--- config.mk ---
export PLATFORM = sky130hd
export DESIGN_NAME = matrix_stream_out
export DESIGN_NICKNAME = d
export VERILOG_FILES = /design/src/rtl/matrix_stream_out.sv
export SDC_FILE = /design/constraint.sdc
export NUM_CORES = 1
export LEC_CHECK = 0
export BUFFER_PORTS_ARGS = -buffer_cell sky130_fd_sc_hd__buf_4
export CAP_MARGIN = 20
export CORE_UTILIZATION = 50
export DETAILED_ROUTE_END_ITERATION = 10
export MAX_ROUTING_LAYER = met4
export PLACE_DENSITY = 0.74
export SYNTH_ARGS = -nofsm -noshare
export SYNTH_HDL_FRONTEND = slang
export SYNTH_SLANG_ARGS = --single-unit
--- constraint.sdc ---
create_clock -name clk -period 1.75 [get_ports clk]
set_input_delay 0.0875 -clock clk [delete_from_list [all_inputs] [get_ports clk]]
set_output_delay 0.0875 -clock clk [all_outputs]
set_load 0.02 [all_outputs]
--- src/rtl/matrix_stream_out.sv ---
// matrix_stream_out
// Captures one flattened H x W matrix of S-bit elements on a load request and
// streams it out one element per valid/ready handshake, tagged with its
// row/column indices, in row-major or column-major (transposed) order.
// Elements are moved bit-exact; no floating-point interpretation is applied.

module matrix_stream_out #(
    parameter  int S  = 32,
    parameter  int H  = 2,
    parameter  int W  = 2,
    localparam int RW = (H > 1) ? $clog2(H) : 1,
    localparam int CW = (W > 1) ? $clog2(W) : 1
) (
    input  logic              clk,
    input  logic              rst_n,
    input  logic              load,
    input  logic              tr,
    input  logic [S*H*W-1:0]  m_in,
    output logic              busy,
    output logic [S-1:0]      out_data,
    output logic [RW-1:0]     out_row,
    output logic [CW-1:0]     out_col,
    output logic              out_valid,
    input  logic              out_ready,
    output logic              out_last,
    output logic              done
);

    typedef enum logic [1:0] {
        ST_IDLE = 2'd0,
        ST_SEND = 2'd1,
        ST_DONE = 2'd2
    } state_t;

    localparam logic [RW-1:0] ROW_MAX = RW'(H - 1);
    localparam logic [CW-1:0] COL_MAX = CW'(W - 1);
    localparam logic [RW-1:0] ROW_ONE = RW'(1);
    localparam logic [CW-1:0] COL_ONE = CW'(1);
    // A 1x1 matrix has its only element as the last one.
    localparam logic          FIRST_IS_LAST = ((H == 1) && (W == 1)) ? 1'b1 : 1'b0;

    // Captured matrix held as [row][col]; element (i,j) of m_in is flattened
    // with (0,0) in the MSBs, so the capture loop reorders it.
    logic [H-1:0][W-1:0][S-1:0] mat_q, mat_d;

    state_t          state_q, state_d;
    logic            tr_q, tr_d;
    logic            busy_q, busy_d;
    logic            valid_q, valid_d;
    logic            last_q, last_d;
    logic            done_q, done_d;
    logic [S-1:0]    data_q, data_d;
    logic [RW-1:0]   row_q, row_d;
    logic [CW-1:0]   col_q, col_d;

    logic [RW-1:0]   row_nxt_s;
    logic [CW-1:0]   col_nxt_s;
    logic            xfer_s;

    assign xfer_s = valid_q & out_ready;

    // State register and all datapath/output flops, synchronous active-low reset.
    always_ff @(posedge clk) begin
        if (!rst_n) begin
            state_q <= ST_IDLE;
            mat_q   <= '0;
            tr_q    <= 1'b0;
            busy_q  <= 1'b0;
            valid_q <= 1'b0;
            last_q  <= 1'b0;
            done_q  <= 1'b0;
            data_q  <= '0;
            row_q   <= '0;
            col_q   <= '0;
        end else begin
            state_q <= state_d;
            mat_q   <= mat_d;
            tr_q    <= tr_d;
            busy_q  <= busy_d;
            valid_q <= valid_d;
            last_q  <= last_d;
            done_q  <= done_d;
            data_q  <= data_d;
            row_q   <= row_d;
            col_q   <= col_d;
        end
    end

    // Next-state logic: IDLE -> SEND on load, SEND -> DONE on last transfer, DONE -> IDLE.
    always_comb begin
        state_d = state_q;
        case (state_q)
            ST_IDLE: begin
                if (load) begin
                    state_d = ST_SEND;
                end else begin
                    state_d = ST_IDLE;
                end
            end
            ST_SEND: begin
                if (xfer_s && last_q) begin
                    state_d = ST_DONE;
                end else begin
                    state_d = ST_SEND;
                end
            end
            ST_DONE: begin
                state_d = ST_IDLE;
            end
            default: begin
                state_d = ST_IDLE;
            end
        endcase
    end

    // Index that follows the current one in the latched order; only used when
    // the current element is not the last, so the counters stay in range.
    always_comb begin
        row_nxt_s = row_q;
        col_nxt_s = col_q;
        if (tr_q == 1'b0) begin
            if (col_q == COL_MAX) begin
                col_nxt_s = '0;
                row_nxt_s = row_q + ROW_ONE;
            end else begin
                col_nxt_s = col_q + COL_ONE;
            end
        end else begin
            if (row_q == ROW_MAX) begin
                row_nxt_s = '0;
                col_nxt_s = col_q + COL_ONE;
            end else begin
                row_nxt_s = row_q + ROW_ONE;
            end
        end
    end

    // Output/datapath next values: capture on load, advance on each handshake, pulse done.
    always_comb begin
        mat_d   = mat_q;
        tr_d    = tr_q;
        busy_d  = busy_q;
        valid_d = valid_q;
        last_d  = last_q;
        done_d  = 1'b0;
        data_d  = data_q;
        row_d   = row_q;
        col_d   = col_q;
        case (state_q)
            ST_IDLE: begin
                if (load) begin
                    for (int i = 0; i < H; i++) begin
                        for (int j = 0; j < W; j++) begin
                            mat_d[i][j] = m_in[S*(H*W-1-(i*W+j)) +: S];
                        end
                    end
                    tr_d    = tr;
                    row_d   = '0;
                    col_d   = '0;
                    data_d  = m_in[S*H*W-1 -: S];
                    last_d  = FIRST_IS_LAST;
                    valid_d = 1'b1;
                    busy_d  = 1'b1;
                end else begin
                    valid_d = 1'b0;
                    busy_d  = 1'b0;
                    last_d  = 1'b0;
                end
            end
            ST_SEND: begin
                busy_d = 1'b1;
                if (xfer_s) begin
                    if (last_q) begin
                        // Final element accepted: keep data/indices, drop valid, pulse done.
                        valid_d = 1'b0;
                        last_d  = 1'b0;
                        done_d  = 1'b1;
                    end else begin
                        row_d   = row_nxt_s;
                        col_d   = col_nxt_s;
                        data_d  = mat_q[row_nxt_s][col_nxt_s];
                        last_d  = (row_nxt_s == ROW_MAX) && (col_nxt_s == COL_MAX);
                        valid_d = 1'b1;
                    end
                end else begin
                    valid_d = 1'b1;
                end
            end
            ST_DONE: begin
                busy_d  = 1'b0;
                valid_d = 1'b0;
                last_d  = 1'b0;
            end
            default: begin
                busy_d  = 1'b0;
                valid_d = 1'b0;
                last_d  = 1'b0;
            end
        endcase
    end

    assign busy      = busy_q;
    assign out_data  = data_q;
    assign out_row   = row_q;
    assign out_col   = col_q;
    assign out_valid = valid_q;
    assign out_last  = last_q;
    assign done      = done_q;

endmodule

==> reports/metrics.yaml <==
outcome: "finished clean"
remaining_global_route_overflow: 0
grt_setup_unrepaired: "false"
synth_seq_area_share: 0.439
yosysWarningCount: 0
syn_inst: 947
async_reset_ff_frac: 0
max_clock_freq_mhz: 617
core_area_um2: 15100
hold_viol_final: 0
post_synthesis_net_count: 1080
holdCritPathClass: "primary input to flip-flop"
worst-endpoint-arrival_ns: 1.98
total_leakage_power_uw: 0.00439
synthDominantAreaCellType: "sky130_fd_sc_hd__dfxtp_1"
grt_pass1_wl_mm: 39.9
clkLatencyLatePin_ns: 0.43
grt_use_total: 0.327
vdd_drop_max_v: 0.000724
dpl_cell_area_um2: 9100
global_route.usage.met1: 0.384
initial_utilization: 0.509
post_drt_wl_per_cell_um: 17.6
yosysUniqueCellTypes: 46
setup_viol: 0
syn_area_per_cell_um2: 8.14
crit_required_ns: 2.10
cts_tree: "built"
worstMarginPinSlew_ns: 0.790
nFillCells: 1132
final.period_utilization: 0.927
area_share_of_the_leading_cell_type_in_the_synthesized_netlist: 0.439
detailedPlacementHpwl_mm: 14.3
routed_wirelength_mm: 24.8
global_route.peak_usage_layer: "met2"
startpoint_type: "flip-flop"
ys_dominant_reg_cell: "sky130_fd_sc_hd__dfxtp_1"
placementRows: 45
post-route-cell-area_um2: 11100
clock_tree.htree_level_count: 4
clk_transition_reported_paths_ns: 0.07
firstDrtPassIters: 5
num_vias: 8110
powerDensity_nw_per_um2: 925
clock_sink_count: 169
setup.worst_path.class: "flip-flop to flip-flop"
synthesis.area_um2: 7710
met3_usage: 0.0612
die_outline_area_um2: 15900
drt_first_iter_violations: 756
cts.path.max_buffers: 2
drcViolationCount: 0
timing.clock.skew_ns: 0.00801
chip_height_um: 126
nNetsFinal: 1345
route.detailed.vias_per_inst: 5.74
detail-route-antenna-nets: 0
grt_antenna_before_repair: 0
drive_gt1_frac: 0.211
maximum_number_of_pins_on_one_net_before_global_route_repair: 72
die_x_um: 126
io_pins: 171
synth-edff-count: 0
area_growth_syn_to_layout_pct: 43.8
critical_path.max_fanout: 12
setup-tns-final_ns: 0
worst_slew_margin_relative_to_its_limit: 0.473
synth.top_cells.by_area: "sky130_fd_sc_hd__dfxtp_1 44%, sky130_fd_sc_hd__nand2_1 13%, sky130_fd_sc_hd__a21oi_1 10%"
critPathCaptureType: "flip-flop"
met2_usage_grt: 0.547
post-route-min-period_ns: 1.62
cts_setup_buffers: 0
finalMaxSlewViolations: 0
gpl.final_weighted_congestion: 0.858
max_cap_viol_count: 0
yosys_register_bits: 169
numPortBuffers: 170
grt_pass1_vias: 7951
cts_root_buf: "sky130_fd_sc_hd__clkbuf_16"
cts_made_buffers: 17
==> worst paths after layout <==
| path | startpoint | end | slack, ns | cells after the start |
|---|---|---|---|---|
| worst min-delay path | rst_n | out_data[8] | 0.01 | 3 |
| worst min register to register | mat_q[22] | mat_q[22] | 0.45 | 2 |
| worst max register to register | out_row | out_data[23] | 0.13 | 4 |
| worst max-delay path | out_row | out_data[23] | 0.13 | 4 |
==> cell families after synthesis <==
family / after synthesis / share of synthesized area
buffers and inverters: 97 / 0.0714
XOR/XNOR: 2 / 0.00471
AO/OA/AOI/OAI: 329 / 0.269
multiplexers: 40 / 0.0521
AND/OR/NAND/NOR: 310 / 0.163
flip-flops: 169 / 0.439
==> metrics by stage <==
stage | hold WS, ns | total power [µW] | std cells | setup slack (ns) | util
floorplan | 0.203 | 5320 | 947 | 0.243 | -
global placement | 0.335 | 5910 | 1249 | 0.0976 | 0.601
detailed placement | 0.340 | 5940 | 1249 | 0.0807 | 0.601
CTS | 0.00257 | 10300 | 1412 | 0.0527 | 0.730
global route | 0.0171 | 10600 | 1413 | 0.0425 | 0.731
finish | 0.0125 | 10300 | 1414 | 0.128 | 0.732
==> final cells by class <==
type,instances,area [µm²],share of cell area
multi-input combinational,682,3800,0.343
timing repair buffer,333,2970,0.268
tap,188,235,0.0212
sequential,169,3390,0.306
inverter,9,36.3,0.00327
clock inverter,14,211,0.0191
antenna,1,2.50,0.000226
clock buffer,18,439,0.0396
==> critical path: stages (launching register included) <==
cell and delay, ns:
sky130_fd_sc_hd__dfxtp_2 0.45, sky130_fd_sc_hd__xor2_2 0.65, sky130_fd_sc_hd__o22a_1 0.26, sky130_fd_sc_hd__o22ai_1 0.08, sky130_fd_sc_hd__o22ai_1 0.10
==> registers in the layout (all words and copies together) (netlist names) <==
register and cells:
busy 1, done 1, mat_q 128, out_col 1, out_data 32, out_last 1, out_row 1, out_valid 1
state_q 2, tr_q 1
==> cells in the final DEF, fill, tap and decap left out, drive strengths merged, types with 2 or more instances in the layout <==
cell type	count
o21a	3
inv	13
o22a	21
buf	202
a21oi	156
clkinv	6
nor4	8
mux2i	39
a31oi	8
a2bb2oi	29
a22oi	21
clkbuf	18
o2111ai	8
bufinv	4
o221a	2
dlygate4sd3	131
o21ai	33
o211ai	4
o22ai	42
or3b	2
nor2b	2
nand2b	6
nor2	10
nand3b	2
dfxtp	169
xor2	2
nand2	274
nand4b	2
==> power breakdown <==
group	total [µW]	switching (µW)	internal (µW)
Sequential	4290	192	4090
Clock	4100	1640	2460
Combinational	1870	916	950
Total	10300	2750	7510
==> synth_stat cells (all sizes together), types with 2 or more instances <==
cell type,count
a22oi,21
inv,9
o21a,3
or3b,2
o221a,2
o22a,21
nand3b,2
nand4b,2
nor2b,2
nor4,8
a2bb2oi,29
o22ai,42
nand2,274
clkbuf,33
o21ai,33
a21oi,156
o2111ai,8
buf,55
dfxtp,169
nor2,10
nand2b,6
o211ai,4
a31oi,8
mux2i,39
==> timing repair <==
action | CTS | global route
hold buffers | 131 | 0
resized for setup | 0 | 1
setup endpoints to repair | 0 | 5
hold endpoints to repair | 157 | 0
==> routing by layer <==
layer  wire [µm]  part of all wire
met1       10200              0.41
met2       12400              0.50
met5           0                 0
met3        1580             0.064
met4         718             0.029
No activity file was read; power rests on OpenSTA's default activity.
